===== config.mk =====
export PLATFORM = sky130hd
export DESIGN_NAME = pc_sequencer
export DESIGN_NICKNAME = d
export VERILOG_FILES = /design/src/rtl/pc_sequencer.sv
export SDC_FILE = /design/constraint.sdc
export NUM_CORES = 1
export LEC_CHECK = 0
export CAP_MARGIN = 20
export CORE_ASPECT_RATIO = 1.4
export CORE_UTILIZATION = 59
export DETAILED_ROUTE_END_ITERATION = 6
export PLACE_DENSITY = 0.87
export SLEW_MARGIN = 20
export SYNTH_ARGS = -nofsm -noshare
export SYNTH_HDL_FRONTEND = slang
export SYNTH_SLANG_ARGS = --single-unit

===== constraint.sdc =====
create_clock -name iClk -period 7.64 [get_ports iClk]
set_clock_uncertainty 0.2 [all_clocks]
set_input_delay 1.528 -clock iClk [delete_from_list [all_inputs] [get_ports iClk]]
set_output_delay 1.528 -clock iClk [all_outputs]
set_load 0.005 [all_outputs]

===== src/rtl/pc_sequencer.sv =====
// Program-counter sequencer: prioritised next-PC selection plus a circular
// return-address stack that pushes on calls and pops on returns.
module pc_sequencer #(
  parameter int ADDR_W = 32,
  parameter int OFFSET_W = 26,
  parameter int RAS_DEPTH = 8,
  parameter logic [ADDR_W-1:0] RESET_PC = '0
) (
  input  logic                          iClk,
  input  logic                          iReset,
  input  logic                          iStall,
  input  logic                          iBranchCmd,
  input  logic [ADDR_W-1:0]             iBranchAddr,
  input  logic                          iJumpCmd,
  input  logic                          iCallCmd,
  input  logic [OFFSET_W-1:0]           iOffset,
  input  logic                          iRetCmd,
  input  logic [ADDR_W-1:0]             iRetAddr,
  input  logic                          iBranchMissCmd,
  input  logic [ADDR_W-1:0]             iBranchMissAddr,
  output logic [ADDR_W-1:0]             oPC,
  output logic [ADDR_W-1:0]             oPCPlus4,
  output logic [$clog2(RAS_DEPTH):0]    oRasCount,
  output logic                          oRasEmpty,
  output logic                          oRasFull,
  output logic                          oRasOverflow,
  output logic                          oRetFromRas
);

  localparam int PTR_W = $clog2(RAS_DEPTH);
  localparam int CNT_W = PTR_W + 1;

  logic [ADDR_W-1:0] pcReg;
  logic [ADDR_W-1:0] nextPc;
  logic [ADDR_W-1:0] rasMem [RAS_DEPTH];
  logic [PTR_W-1:0]  topPtr;
  logic [PTR_W-1:0]  topIdx;
  logic [CNT_W-1:0]  rasCount;
  logic              overflowReg;
  logic              retFromRas;
  logic              doPush;
  logic              doPop;

  assign oPC          = pcReg;
  assign oPCPlus4     = pcReg + ADDR_W'(4);
  assign oRasCount    = rasCount;
  assign oRasEmpty    = (rasCount == '0);
  assign oRasFull     = (rasCount == CNT_W'(RAS_DEPTH));
  assign oRasOverflow = overflowReg;
  assign oRetFromRas  = retFromRas;

  // topPtr addresses the next free slot, so the live top sits one below it.
  assign topIdx = topPtr - PTR_W'(1);

  always_comb begin
    nextPc     = oPCPlus4;
    retFromRas = iRetCmd & ~iBranchMissCmd & ~iJumpCmd & (rasCount != '0);
    doPush     = iJumpCmd & iCallCmd & ~iBranchMissCmd & ~iStall;
    doPop      = retFromRas & ~iStall;
    if (iBranchMissCmd) begin
      nextPc = iBranchMissAddr;
    end else if (iJumpCmd) begin
      nextPc = {oPCPlus4[ADDR_W-1:OFFSET_W], iOffset};
    end else if (iRetCmd) begin
      nextPc = retFromRas ? rasMem[topIdx] : iRetAddr;
    end else if (iBranchCmd) begin
      nextPc = iBranchAddr;
    end
  end

  always_ff @(posedge iClk) begin
    if (iReset) begin
      pcReg       <= RESET_PC;
      topPtr      <= '0;
      rasCount    <= '0;
      overflowReg <= 1'b0;
    end else begin
      if (iBranchMissCmd || !iStall) begin
        pcReg <= nextPc;
      end
      // A push on a full stack overwrites the oldest slot; count saturates.
      if (doPush) begin
        topPtr <= topPtr + PTR_W'(1);
        if (rasCount == CNT_W'(RAS_DEPTH)) begin
          overflowReg <= 1'b1;
        end else begin
          rasCount <= rasCount + CNT_W'(1);
        end
      end else if (doPop) begin
        topPtr   <= topIdx;
        rasCount <= rasCount - CNT_W'(1);
      end
    end
  end

  always_ff @(posedge iClk) begin
    if (doPush && !iReset) begin
      rasMem[topPtr] <= oPCPlus4;
    end
  end

endmodule


Word-level counts from Yosys, hierarchy flattened --
Memories as Yosys holds them, arrays and structs flattened. Index checks and enable logic that the tools add are counted.
Storage, ports and cells: word-level logic and storage cells 43, memories 1, RAM bits 256, bits in registers 40
Memory list:
- rasMem | words 8, bits a word 32, rd ports 1, clocked after memory_dff 0, wr ports 1, RTL line 35 | logic [ADDR_W-1:0] rasMem [RAS_DEPTH];
Cells by class: reduce and logical (&&, ||, !) cells 9, muxes and demuxes 12, bitwise logic cells 10, $add $sub $neg 5, equal/unequal tests 2
Operator list (number):
- 32-bit two-way mux | 5
- 32-bit by 3-bit adder with 32-bit output, second input constant | 1
- 4-bit two-way mux | 3
- 1-bit bitwise AND | 7
- 3-bit two-way mux | 2
- 4-bit by 1-bit adder with 4-bit output, second input constant | 1
- 4-bit == test, second input constant | 1
- 4-bit logical NOT | 1
- 2-bit AND reduction | 2
- 4-bit nonzero test | 1
- 4-bit by 1-bit subtractor with 4-bit output, second input constant | 1
- 3-bit by 1-bit adder with 3-bit output, second input constant | 1
- 1-bit NOT | 3
- 3-bit by 1-bit subtractor with 3-bit output, second input constant | 1
- 1-bit logical NOT | 2
- 1-bit two-way mux | 2
- 2-bit inequality test, second input constant | 1
- 2-bit nonzero test | 1
- 1-bit logical AND | 1
- 1-bit logical OR | 1

Logic depth before layout (Yosys ltp) --
depth in word-level cells 8, mapped depth 13

Worst setup path before layout --
Ideal clock, no wire load.
path type input-to-reg, from in iBranchMissCmd, to mem rasMem[1][0] (enable), buffers on the path 1, arrival 4.618 ns, stages on the path 7, data required time 6.979 ns, setup slack 2.361 ns, path through clkbuf_1 nor2_1 and3_1 inv_1 nor2_1 nand2_1 nor3_1
On the way: cells in the longest elaborated chain, start to end 6
Ends and longest elaborated chain:
- from (decl) | RTL line 19 | input logic iBranchMissCmd,
- 1-bit NOT | RTL line 58 | doPush = iJumpCmd & iCallCmd & ~iBranchMissCmd & ~iStall;
- 1-bit bitwise AND (2 in series) | RTL line 58
- 1-bit logical AND | RTL line 97 | if (doPush && !iReset) begin
- 1-bit two-way mux | RTL line 97
- 1-bit two-way mux (not written as such) | RTL line 98 | rasMem[topPtr] <= oPCPlus4;
- to (decl) | RTL line 35
No other way between the ends.

Worst setup path in the final report --
from reg pcReg[9], in the netlist oPC[9], to out oPCPlus4[31]
On the way: cells in the longest elaborated chain, start to end 1
Ends and longest elaborated chain:
- from (decl) | RTL line 33 | logic [ADDR_W-1:0] pcReg;
- from (signal assigned) | RTL line 79 | pcReg <= nextPc;
- 32-bit by 3-bit adder with 32-bit output | RTL line 45 | assign oPCPlus4 = pcReg + ADDR_W'(4);
- to (decl) | RTL line 22 | output logic [ADDR_W-1:0] oPCPlus4,
No other way between the ends.

==> flow_summary.json <==
{
  "worstSetupPathType": "register to output port",
  "fmax_mhz": 173,
  "finalHoldViolations": 0,
  "fin_ws_ps": 1850,
  "htreeDepth": 1,
  "dpl.hpwl_mm": 25.6,
  "critical_path_arrival_ps": 4060,
  "wirelength_mm": 40.4,
  "place_ws_ps": 2060,
  "layout-drive-gt1-share": 0.136,
  "start_util": 0.607,
  "fillCellCount": 1360,
  "clk_latency_ps": 550,
  "clkPwrFrac": 0.395,
  "yosysWarningCount": 0,
  "synth.avg_cell_area_sq_um": 13.7,
  "tightestPinTransition_ps": 1220,
  "synth-edff-count": 256,
  "p_comb_frac": 0.119,
  "first_pass_iters": 6,
  "root_buffer": "clkbuf_16",
  "num_io_pins": 202,
  "p_leak_nw": 5.55,
  "dieArea_sq_mm": 0.0234,
  "die_height_microns": 180,
  "status": "complete, no violations",
  "grt_overflow": 0,
  "holdWs_ps": 319,
  "synth_ff_type": "edfxtp_1",
  "powerDensity_mw_per_mm2": 225,
  "syn-num-nets": 1115,
  "grt_usage": 0.351,
  "path_cells": "nand2_1 > nor4_2 > nand3_1 > nor2_1 > xor2_1 > clkdlybuf4s50_1",
  "synthCells": 979,
  "clock-sinks": 296,
  "p_sw_frac": 0.235,
  "grt_pass1_wl_mm": 59.0,
  "drv_cap": 0,
  "cts_made_buffers": 27,
  "first_iter_violations": 1825,
  "slowest_delay_ps": 970,
  "cp_max_fo": 12,
  "grt_pass1_vias": 9919,
  "drtAntennaViolNets": 0,
  "areaGrowthSynthToFinish_pct": 24.0,
  "post_cts_buffers": 0,
  "dr_total_vias": 10100,
  "vias_per_cell": 6.82,
  "rows": 64,
  "gp_congestion": 0.919,
  "cts_hold_buf": 0,
  "hp-class": "register to register",
  "critPathLaunchType": "register",
  "synth-seq-cells": 296,
  "wire_per_inst_microns": 27.2,
  "drcViolationCount": 0,
  "placeableCoreArea_sq_mm": 0.0221,
  "cp-end-kind": "output port",
  "maxSlewViolCount": 0,
  "grt_max_degree": 75,
  "antenna_found_initial": 0,
  "relSlewSlack": 0.184,
  "finalSetupTns_ps": 0,
  "nNetsFinal": 1303,
  "ys_seq_area_frac": 0.632,
  "synth_area_sq_mm": 0.0134,
  "clk_pin_slew_ps": 70,
  "io_buffers": 201,
  "cts_buffer_depth": 3,
  "n_antenna_cell": 0,
  "internal-power_mw": 2.86,
  "post-route-period-util": 0.757,
  "power_switching_mw": 0.882,
  "setup_violations": 0,
  "min_period_ps": 5790,
  "die-width_microns": 129,
  "slowest_stage": "nor4_2",
  "async_flop_share": 0,
  "rrSetupSlack_ps": 3880,
  "seq_power_share": 0.486,
  "crit_required_ps": 5910,
  "synth.distinct_cells": 71,
  "post_cts_resized": 0,
  "cts_tree": "done",
  "rsz0062_at_grt": "no",
  "ir_drop_mv": 0.185
}
registers in the layout (all words and copies together) (netlist names):
register and flops:
oPC 32, oRasCount 4, oRasOverflow 1, rasMem 256, topPtr 3
cell families (layout without fill, tap and decap cells):
kind of cell	Yosys count	in the layout	share of synthesized area
flip-flops	296	296	0.632
buffers and inverters	85	294	0.0305
adder cells (fa/ha/maj)	6	6	0.00615
AO/OA/AOI/OAI	199	199	0.0983
XOR/XNOR	36	36	0.0249
AND/OR/NAND/NOR	281	281	0.0978
multiplexers	76	76	0.110
path summary, 6_finish.rpt:
check | startpoint | cells after the start | to
max reg2reg | topPtr[0] | 8 | oPC[25]
min | oRasOverflow | 2 | oRasOverflow
max | oPC[9] | 6 | oPCPlus4[31]
min reg2reg | oRasOverflow | 2 | oRasOverflow
area by class of cell:
| class | count | area [sq um] | share of cell area |
|---|---|---|---|
| multi-input combinational | 598 | 4570 | 0.275 |
| tap | 297 | 372 | 0.0223 |
| clock buffer | 32 | 704 | 0.0423 |
| inverter | 22 | 82.6 | 0.00496 |
| clock inverter | 18 | 268 | 0.0161 |
| timing repair buffer | 222 | 2150 | 0.129 |
| sequential | 296 | 8490 | 0.510 |
worst max-delay path, delay by kind of cell, from the launching register on:
family	cells	cell delay, ps
XOR/XNOR	1	580
buffers and inverters	1	640
flip-flops	1	470
AND/OR/NAND/NOR	4	1810
metrics by stage:
| stage | total power [mW] | instances | utilization | area [sq um] |
|---|---|---|---|---|
| floorplan | 2.06 | 979 | - | 13400 |
| global placement | 2.28 | 1435 | 0.709 | 15700 |
| detailed placement | 2.29 | 1435 | 0.709 | 15700 |
| CTS | 3.74 | 1485 | 0.753 | 16600 |
| global route | 3.83 | 1485 | 0.753 | 16600 |
| finish | 3.75 | 1485 | 0.753 | 16600 |
power by group through the flow:
stage	combinational (mW)	clock [mW]	sequential, mW
after floorplan	0.223	0	1.84
final	0.445	1.48	1.82
after global routing	0.468	1.54	1.82
after global placement	0.423	0	1.85
after CTS	0.436	1.49	1.82
after detailed placement	0.431	0	1.86
routing by layer:
| layer | part of all wire | vias to the layer above | global-route usage |
|---|---|---|---|
| met3 | 0.12 | 209 | 0.0701 |
| met4 | 0.069 | 0 | 0.207 |
| li1 | - | 4155 | - |
| met1 | 0.34 | 4848 | 0.445 |
| met5 | 0 | - | 0 |
| met2 | 0.47 | 914 | 0.558 |
cells in the final DEF (no fill, tap or decap), drive strengths merged, types with 3 or more instances in the layout:
cell / instances
dfxtp: 40
edfxtp: 256
ha: 5
nor4: 8
mux2i: 18
clkdlybuf4s50: 198
clkinv: 5
a211oi: 10
a2111oi: 6
clkbuf: 32
nor2b: 6
or3: 5
o21ai: 40
o2111ai: 4
nand2b: 5
nor3: 14
a311oi: 6
and4: 3
a21o: 3
o211a: 3
a31oi: 15
bufinv: 6
inv: 27
nand2: 117
xnor2: 23
nand4: 13
a22oi: 3
a21oi: 59
xor2: 13
o22ai: 3
nor2: 70
a32o: 3
o211ai: 16
and3: 7
nand3: 26
a221oi: 9
mux4: 57
buf: 24
synthesized netlist by cell type (all sizes together), types with 6 or more instances:
master | instances | area share
a31oi | 15 | 0.0070
a311oi | 6 | 0.0039
nand2 | 117 | 0.033
nor3 | 14 | 0.0060
edfxtp | 256 | 0.57
o21ai | 40 | 0.015
mux2i | 18 | 0.013
xor2 | 13 | 0.0099
buf | 32 | 0.016
and3 | 7 | 0.0033
mux4 | 57 | 0.096
clkbuf | 31 | 0.0087
a21oi | 59 | 0.022
nor2 | 70 | 0.020
o211ai | 16 | 0.0090
nor4 | 8 | 0.0047
a211oi | 10 | 0.0056
xnor2 | 23 | 0.015
nand3 | 26 | 0.0097
dfxtp | 40 | 0.060
a2111oi | 6 | 0.0044
a221oi | 9 | 0.0063
inv | 22 | 0.0062
nor2b | 6 | 0.0028
nand4 | 13 | 0.0065
Power figures use the tool's default switching activity.
